==> config.mk <==
export PLATFORM = sky130hd
export DESIGN_NAME = morse_decoder
export DESIGN_NICKNAME = d
export VERILOG_FILES = /design/src/rtl/morse_decoder.sv
export SDC_FILE = /design/constraint.sdc
export NUM_CORES = 1
export LEC_CHECK = 0
export ABC_AREA = 1
export CORE_MARGIN = 4
export CORE_UTILIZATION = 57
export DETAILED_ROUTE_END_ITERATION = 16
export GPL_TIMING_DRIVEN = 0
export PLACE_DENSITY = 0.88
export REMOVE_ABC_BUFFERS = 1
export SLEW_MARGIN = 30
export SYNTH_ARGS = -nofsm -noshare
export SYNTH_HDL_FRONTEND = slang
export SYNTH_SLANG_ARGS = --single-unit
==> constraint.sdc <==
create_clock -name clock -period 5.06 [get_ports clock]
set_input_delay 1.012 -clock clock [delete_from_list [all_inputs] [get_ports clock]]
set_output_delay 1.012 -clock clock [all_outputs]
set_load 0.01 [all_outputs]
==> src/rtl/morse_decoder.sv <==
// Morse decoder: samples a mark/space line on sym_tick and decodes letters S..Z.
// Define MORSE_DEC_ERRCNT_EN to add the saturating err_count output.
module morse_decoder #(
    parameter int GAP_LEN   = 3,
    parameter int MAX_ELEMS = 5
) (
    input  logic       clock,
    input  logic       reset_n,
    input  logic       sym_tick,
    input  logic       sym_in,
    output logic [2:0] letter,
    output logic       letter_valid,
    output logic       letter_error,
`ifdef MORSE_DEC_ERRCNT_EN
    output logic [7:0] err_count,
`endif
    output logic       busy
);

    typedef enum logic [1:0] {
        IDLE  = 2'd0,
        MARK  = 2'd1,
        SPACE = 2'd2
    } state_t;

    localparam logic [2:0] GAP_END  = 3'(GAP_LEN);
    localparam logic [2:0] ELEM_MAX = 3'(MAX_ELEMS);

    state_t     state, state_nx;
    logic [2:0] run, run_nx;
    logic [2:0] gap, gap_nx;
    logic [2:0] count, count_nx;
    logic [6:0] elems, elems_nx;
    logic       bad, bad_nx;
    logic [2:0] letter_nx;
    logic       valid_nx;
    logic       error_nx;

    logic [2:0] code;
    logic       known;
    logic       is_dot;
    logic       is_dash;
    logic [2:0] gap_inc;

    assign is_dot  = (run == 3'd1);
    assign is_dash = (run == 3'd3);
    assign gap_inc = gap + 3'd1;
    assign busy    = (state != IDLE);

    // Element bit i is element i (first element in bit 0); 1 = dash.
    always_comb begin
        code  = 3'd0;
        known = 1'b1;
        case ({count, elems})
            {3'd3, 7'b0000000}: code = 3'd0;
            {3'd1, 7'b0000001}: code = 3'd1;
            {3'd3, 7'b0000100}: code = 3'd2;
            {3'd4, 7'b0001000}: code = 3'd3;
            {3'd3, 7'b0000110}: code = 3'd4;
            {3'd4, 7'b0001001}: code = 3'd5;
            {3'd4, 7'b0001101}: code = 3'd6;
            {3'd4, 7'b0000011}: code = 3'd7;
            default:            known = 1'b0;
        endcase
    end

    always_comb begin
        state_nx  = state;
        run_nx    = run;
        gap_nx    = gap;
        count_nx  = count;
        elems_nx  = elems;
        bad_nx    = bad;
        letter_nx = letter;
        valid_nx  = 1'b0;
        error_nx  = 1'b0;
        if (sym_tick) begin
            unique case (state)
                IDLE: begin
                    if (sym_in) begin
                        state_nx = MARK;
                        run_nx   = 3'd1;
                        gap_nx   = 3'd0;
                        count_nx = 3'd0;
                        elems_nx = 7'd0;
                        bad_nx   = 1'b0;
                    end
                end
                MARK: begin
                    if (sym_in) begin
                        if (run != 3'd7) begin
                            run_nx = run + 3'd1;
                        end
                    end else begin
                        state_nx = SPACE;
                        run_nx   = 3'd0;
                        gap_nx   = 3'd1;
                        if (!(is_dot || is_dash) || count >= ELEM_MAX) begin
                            bad_nx = 1'b1;
                        end else begin
                            elems_nx = elems | (7'(is_dash) << count);
                            count_nx = count + 3'd1;
                        end
                    end
                end
                SPACE: begin
                    if (sym_in) begin
                        state_nx = MARK;
                        run_nx   = 3'd1;
                        gap_nx   = 3'd0;
                        if (gap != 3'd1) begin
                            bad_nx = 1'b1;
                        end
                    end else if (gap_inc == GAP_END) begin
                        state_nx = IDLE;
                        gap_nx   = 3'd0;
                        if (known && !bad) begin
                            valid_nx  = 1'b1;
                            letter_nx = code;
                        end else begin
                            error_nx = 1'b1;
                        end
                    end else begin
                        gap_nx = gap_inc;
                    end
                end
                default: begin
                    state_nx = IDLE;
                end
            endcase
        end
    end

    always_ff @(posedge clock or negedge reset_n) begin
        if (!reset_n) begin
            state        <= IDLE;
            run          <= 3'd0;
            gap          <= 3'd0;
            count        <= 3'd0;
            elems        <= 7'd0;
            bad          <= 1'b0;
            letter       <= 3'd0;
            letter_valid <= 1'b0;
            letter_error <= 1'b0;
        end else begin
            state        <= state_nx;
            run          <= run_nx;
            gap          <= gap_nx;
            count        <= count_nx;
            elems        <= elems_nx;
            bad          <= bad_nx;
            letter       <= letter_nx;
            letter_valid <= valid_nx;
            letter_error <= error_nx;
        end
    end

`ifdef MORSE_DEC_ERRCNT_EN
    // Counts in step with the error pulse so both are visible together.
    always_ff @(posedge clock or negedge reset_n) begin
        if (!reset_n) begin
            err_count <= 8'd0;
        end else if (error_nx && err_count != 8'hFF) begin
            err_count <= err_count + 8'd1;
        end
    end
`endif

endmodule

==> results of run 1 <==
[power breakdown]
part / internal, mW / total, mW / leakage (nW) / switching (mW)
clock: 0.0440 / 0.101 / 0.0210 / 0.0566
sequential: 0.253 / 0.320 / 0.317 / 0.0672
combinational: 0.163 / 0.495 / 0.525 / 0.332
total: 0.460 / 0.916 / 0.864 / 0.456
[metal layers]
| layer | share of wire | wire, µm | vias up | global-route usage |
|---|---|---|---|---|
| met2 | 0.48 | 1450 | 28 | 0.309 |
| li1 | - | - | 716 | - |
| met3 | 0.031 | 93 | 4 | 0.0248 |
| met4 | 0.012 | 37 | 0 | 0.0909 |
| met5 | 0 | 0 | - | 0 |
| met1 | 0.47 | 1430 | 651 | 0.232 |
[metrics by stage]
stage | hold WS, ns | std cells
floorplan | 0.505 | 212
global placement | 0.456 | 252
detailed placement | 0.463 | 252
CTS | 0.493 | 256
global route | 0.519 | 256
finish | 0.487 | 256
[logic make-up (layout without fill, tap and decap cells)]
kind of cell             Yosys count  in the layout  synth area share
AND/OR/NAND/NOR                  104            104             0.314
AO/OA/AOI/OAI                     35             35             0.124
flip-flops                        24             24             0.362
XOR/XNOR                           2              2            0.0106
buffers and inverters             35             46            0.0844
adder cells (fa/ha/maj)           14             14             0.106
[how the worst max path moves through the flow]
stage                        start        to  slack [ns]  cells past startpoint
after floorplan             sym_in  count[0]        3.08                      8
after global placement      sym_in  count[0]        2.31                      8
after detailed placement    sym_in  count[1]        2.28                      8
after CTS                 state[0]      busy        2.27                      4
after global routing      state[0]      busy        2.19                      4
final                     state[0]      busy        2.28                      4
[cell usage after synthesis]
| cell type | number |
|---|---|
| a21oi_1 | 13 |
| a21oi_2 | 1 |
| a21oi_4 | 1 |
| buf_2 | 1 |
| buf_6 | 1 |
| dfrtp_1 | 24 |
| ha_1 | 14 |
| inv_1 | 29 |
| inv_2 | 4 |
| nand2_1 | 45 |
| nand2_2 | 2 |
| nand2_4 | 2 |
| nand3_1 | 11 |
| nand3_2 | 4 |
| nand3_4 | 1 |
| nand4_1 | 6 |
| nor2_1 | 18 |
| nor2_2 | 7 |
| nor2_4 | 1 |
| nor3_1 | 5 |
| nor3_2 | 2 |
| o211ai_1 | 1 |
| o21a_1 | 1 |
| o21ai_0 | 14 |
| o21ai_2 | 2 |
| o22ai_1 | 2 |
| xnor2_1 | 1 |
| xor2_1 | 1 |
[flip-flops by register name (all words and copies together) (netlist names)]
signal	flops
letter	3
count	3
state	2
elems	7
gap	3
letter_valid	1
bad	1
run	3
letter_error	1
[cell type report]
class | count | share of cell area
clock buffer | 4 | 0.0201
timing repair buffer | 9 | 0.0472
sequential | 24 | 0.333
tap | 31 | 0.0215
inverter | 33 | 0.0687
multi-input combinational | 155 | 0.510
[cell usage in the layout (no fill, tap or decap), drive strengths merged]
| cell | synthesis | layout |
|---|---|---|
| o211ai | 1 | 1 |
| dfrtp | 24 | 24 |
| nand4 | 6 | 6 |
| clkdlybuf4s50 | 0 | 8 |
| o21a | 1 | 1 |
| buf | 2 | 1 |
| inv | 33 | 33 |
| xnor2 | 1 | 1 |
| nand3 | 16 | 16 |
| nor3 | 7 | 7 |
| ha | 14 | 14 |
| clkbuf | 0 | 4 |
| xor2 | 1 | 1 |
| o22ai | 2 | 2 |
| a21oi | 15 | 15 |
| nor2 | 26 | 26 |
| nand2 | 49 | 49 |
| o21ai | 16 | 16 |
[critical path, cell delays in order, from the launching register on]
cell,delay (ns)
dfrtp_1,0.42
inv_1,0.10
ha_1,0.24
inv_1,0.14
clkdlybuf4s50_1,0.56
==> impl_metrics.csv, run 1 <==
group,metric,value,unit
layout,multi_input_area,920,µm²
worst_hold_path,min_to,"letter[1]",
worst_setup_path,timing.rr.end,"count[1]",
layout,final_util,0.649,
timing,min_period,2.78,ns
layout,fin_area,1800,µm²
timing,maxSlewViolCount,0,
floorplanning,die_width,62.0,µm
placed_design,numPortBuffers,9,
layout,layout-drive-gt1-share,0.142,
timing,max_slew_margin,0.634,
flow_run,drv_cap,0,
yosys,ys_seq_area_frac,0.362,
detailed_routing,vias,1399,
cts,root_buffer,"clkbuf_4",
global_route,grt_pass1_vias,1306,
detailed_routing,drcViolationCount,0,
worst_setup_path,reg2reg_depth,9,
cts,post_cts_buffers,0,
cts,cts_tree,"done",
floorplanning,core,2780,µm²
placed_design,place_area,1770,µm²
yosys,yosys-top-cells-area,"dfrtp_1 36%, ha_1 11%, nand2_1 10%, inv_1 6.6%, o21ai_0 4.2%",
yosys,netlist.area_leader.share,0.362,
global_route,grt_max_degree,25,
layout,area_growth,8.67,%
floorplanning,io_pins,10,
floorplanning,fp-row-count,19,
detailed_routing,final_antenna_net_count,0,
detailed_routing,drt_wl_total,3.01,mm
timing,period_share,0.549,
worst_setup_path,critPathKind,"register to output port",
worst_setup_path,arrival,1.77,ns
detailed_routing,avgViaCountPerCell,5.46,
timing,final_hold_viol_count,0,
cts,htreeDepth,1,
worst_hold_path,min-delay-start,"letter[1]",
global_route,grt_overflow,0,
worst_setup_path,r2r_start,"state[1]",
placed_design,gp_congestion,0.874,
layout,regArea,601,µm²
yosys,yosys.area.top_type,"dfrtp_1",
timing,setup_viol,0,
yosys,ys_ff_latch,24,
worst_setup_path,crit_fanout,4,
worst_hold_path,hold_class,"register to register",
detailed_routing,drt-initial-drc-count,37,
global_route,grt_use_total,0.185,
timing,worst_slew_pin_slew,0.548,ns
yosys,ys_warn_count,0,
worst_setup_path,end_kind,"output port",
cts,cts_buffers,3,
yosys,syn_avg_cell_area,7.76,µm²
cts,holdBufCountCts,0,
cts,clk_pin_slew,0.12,ns
placed_design,hpwl,2.26,mm
yosys,syn_inst,214,
cts,clk_path_buf_depth,2,
worst_setup_path,reg2reg_slack,2.88,ns
floorplanning,start_util,0.597,
timing,tns,0,ns
timing,fmax,360,MHz
pwr,p_leak,0.864,nW
global_route,grt_pass1_wl,5.29,mm
floorplanning,dieArea,3840,µm²
timing,rsz0062_at_grt,"false",
timing,skew,0.00684,ns
status,outcome,"finished clean",
global_route,antenna_found_initial,0,
pwr,power,0.916,mW
pwr,ir_worst_vdd,0.352,mV
cts,cts_sinks,24,
layout,fillers,246,
worst_hold_path,hold_path_depth,2,
detailed_routing,detail_route.wl_per_cell,11.8,µm
floorplanning,chipHeight,62.0,µm
worst_setup_path,startpoint_type,"register",
yosys,syn_area,1660,µm²
layout,antennaDiodeCount,0,
cts,clk_latency,0.31,ns
placed_design,place_ws,2.28,ns
layout,nNetsFinal,244,
cts,cts-resized-gates,0,
worst_setup_path,cp.required,4.05,ns
pwr,powerDensity,508,nW/µm²
timing,fin_ws,2.28,ns
yosys,synthDistinctLibCells,28,
detailed_routing,dr.pass1.iters,6,
Note: power is estimated with default switching activity, not from simulation.
==> run 2, diff against run 1 <==
--- a/config.mk
+++ b/config.mk
@@ -7,10 +7,10 @@
 export LEC_CHECK = 0
 export ABC_AREA = 1
 export CORE_MARGIN = 4
-export CORE_UTILIZATION = 57
+export CORE_UTILIZATION = 53
 export DETAILED_ROUTE_END_ITERATION = 16
 export GPL_TIMING_DRIVEN = 0
-export PLACE_DENSITY = 0.88
+export PLACE_DENSITY = 0.86
 export REMOVE_ABC_BUFFERS = 1
 export SLEW_MARGIN = 30
 export SYNTH_ARGS = -nofsm -noshare
==> constraint.sdc (replaced) <==
create_clock -name clock -period 2.55 [get_ports clock]
set_input_delay 0.51 -clock clock [delete_from_list [all_inputs] [get_ports clock]]
set_output_delay 0.51 -clock clock [all_outputs]
set_load 0.01 [all_outputs]
==> run 2 against run 1 <==
  * Power rose by 95%
  * Count of clock-buffer cells in the layout fell by 1
  * Sequential share of layout area barely moved
  * Critical path type unchanged
  * Via count fell by 2.4%
  * Critical path depth did not move
  * Wire length rose by 2.9%
  * Clock power rose by 67%
  * Hold slack got worse by 0.33 ns
  * Global-route usage fell by 1.2 points
  * Worst setup slack got worse by 2.0 ns
  * Critical endpoint unchanged
  * Utilization fell by 5.2 points
==> impl_metrics.csv, run 2 (same netlist as run 1, synthesis figures left out) <==
group,metric,value,unit
cts,htreeDepth,1,
detailed_routing,drcViolationCount,0,
placed_design,numPortBuffers,9,
global_route,grt_pass1_wl,5.62,mm
timing,skew,0.000604,ns
worst_setup_path,reg2reg_slack,0.35,ns
detailed_routing,drt_wl_total,3.10,mm
flow_run,drv_cap,0,
floorplanning,start_util,0.548,
floorplanning,die_width,64.0,µm
floorplanning,chipHeight,64.0,µm
global_route,grt_max_degree,25,
pwr,combPwrFrac,0.550,
cts,cts-resized-gates,0,
detailed_routing,dr.pass1.iters,5,
timing,tns,0,ns
floorplanning,fp-row-count,20,
layout,regMostFlops,"elems",
cts,clk_pin_slew,0.12,ns
pwr,intPower,0.881,mW
global_route,antenna_found_initial,0,
worst_setup_path,crit_fanout,4,
layout,layout_commonest_cell,"nand2_1",
timing,max_slew_margin,0.638,
cts,clk_latency,0.32,ns
cts,holdBufCountCts,0,
pwr,powerDensity,990,nW/µm²
global_route,grt_pass1_vias,1330,
timing,final_hold_viol_count,0,
layout,fillers,274,
layout,fin_area,1810,µm²
worst_hold_path,hold_class,"input pin to asynchronous set/reset pin",
worst_setup_path,reg2reg_depth,9,
pwr,p_sw,0.907,mW
floorplanning,io_pins,10,
pwr,seq_power_share,0.356,
pwr,swShare,0.507,
worst_setup_path,startpoint_type,"register",
layout,area_growth,8.82,%
timing,rsz0062_at_grt,"false",
floorplanning,core,3030,µm²
global_route,grt_use_total,0.173,
detailed_routing,avgViaCountPerCell,5.09,
layout,mostFrequentLayoutCells,"45 x nand2_1, 29 x inv_1, 24 x dfrtp_1, 18 x nor2_1",
cts,cts_tree,"done",
cts,clk_path_buf_depth,2,
timing,setup_viol,0,
pwr,p_leak,0.856,nW
detailed_routing,drt-initial-drc-count,48,
global_route,grt_overflow,0,
layout,largest_reg_flops,7,
layout,layout-drive-gt1-share,0.138,
worst_setup_path,critPathKind,"register to output port",
pwr,p_clk_frac,0.094,
timing,period_share,0.885,
placed_design,gp_congestion,0.835,
cts,root_buffer,"clkbuf_4",
cts,post_cts_buffers,0,
layout,nNetsFinal,244,
placed_design,hpwl,2.38,mm
worst_setup_path,cp.required,2.04,ns
timing,fmax,443,MHz
placed_design,place_area,1780,µm²
detailed_routing,vias,1365,
timing,worst_slew_pin_slew,0.544,ns
cts,cts_sinks,24,
status,outcome,"finished clean",
timing,maxSlewViolCount,0,
layout,antennaDiodeCount,0,
pwr,ir_worst_vdd,0.608,mV
floorplanning,dieArea,4090,µm²
worst_setup_path,r2r_start,"state[1]",
worst_setup_path,timing.rr.end,"count[0]",
detailed_routing,detail_route.wl_per_cell,11.6,µm
worst_setup_path,arrival,1.75,ns
timing,min_period,2.26,ns
cts,cts_buffers,3,
detailed_routing,final_antenna_net_count,0,
worst_setup_path,end_kind,"output port",
## run 2: changes by cell type in the layout (fill, tap and decap cells not counted), sizes merged
cell / change
clkbuf: -1
## run 2: per-layer routing
layer,part of all wire,global-route usage,routed length [µm],vias up
li1,-,-,-,716
met1,0.46,0.208,1430,616
met2,0.48,0.305,1500,24
met3,0.025,0.0176,77,9
met4,0.032,0.0836,99,0
met5,0,0,0,-
## run 2: area by class of cell
| type | count | area [µm²] | share of cell area |
|---|---|---|---|
| clock buffer | 3 | 22.5 | 0.0125 |
| inverter | 33 | 124 | 0.0686 |
| multi-input combinational | 155 | 920 | 0.509 |
| sequential | 24 | 601 | 0.332 |
| tap | 44 | 55.1 | 0.0305 |
| timing repair buffer | 9 | 85.1 | 0.0471 |
## run 2: how the worst max path moves through the flow
stage                to  cells after the start  slack [ns]      from
2_1_floorplan  count[0]                     10        0.76  state[1]
6_report           busy                      4        0.29  state[0]
3_5_place_dp   count[0]                      8        0.29    sym_in
5_1_grt            busy                      4        0.18  state[0]
4_1_cts            busy                      4        0.27  state[0]
3_3_place_gp   count[0]                      8        0.30    sym_in
## run 2: power by group through the flow
stage	Combinational (mW)	Clock [mW]	Sequential (mW)
finish	0.983	0.169	0.637
global route	1.12	0.191	0.658
CTS	0.984	0.180	0.637
detailed placement	0.977	0	0.646
global placement	0.948	0	0.634
floorplan	0.780	0	0.615
## run 2: critical path, stage by stage, from the launching register on
cell and delay (ns):
dfrtp_1 0.43, inv_1 0.10, ha_1 0.23, inv_1 0.12
clkdlybuf4s50_1 0.55
## run 2: per-stage QoR
stage	total power, mW	cells	setup WS, ns	hold slack (ns)	utilization
after detailed placement	1.62	265	0.287	0.459	0.589
after floorplan	1.40	212	0.762	0.214	-
after global routing	1.97	268	0.175	0.180	0.597
after CTS	1.80	268	0.267	0.159	0.597
after global placement	1.58	265	0.302	0.455	0.591
final	1.79	268	0.293	0.154	0.597
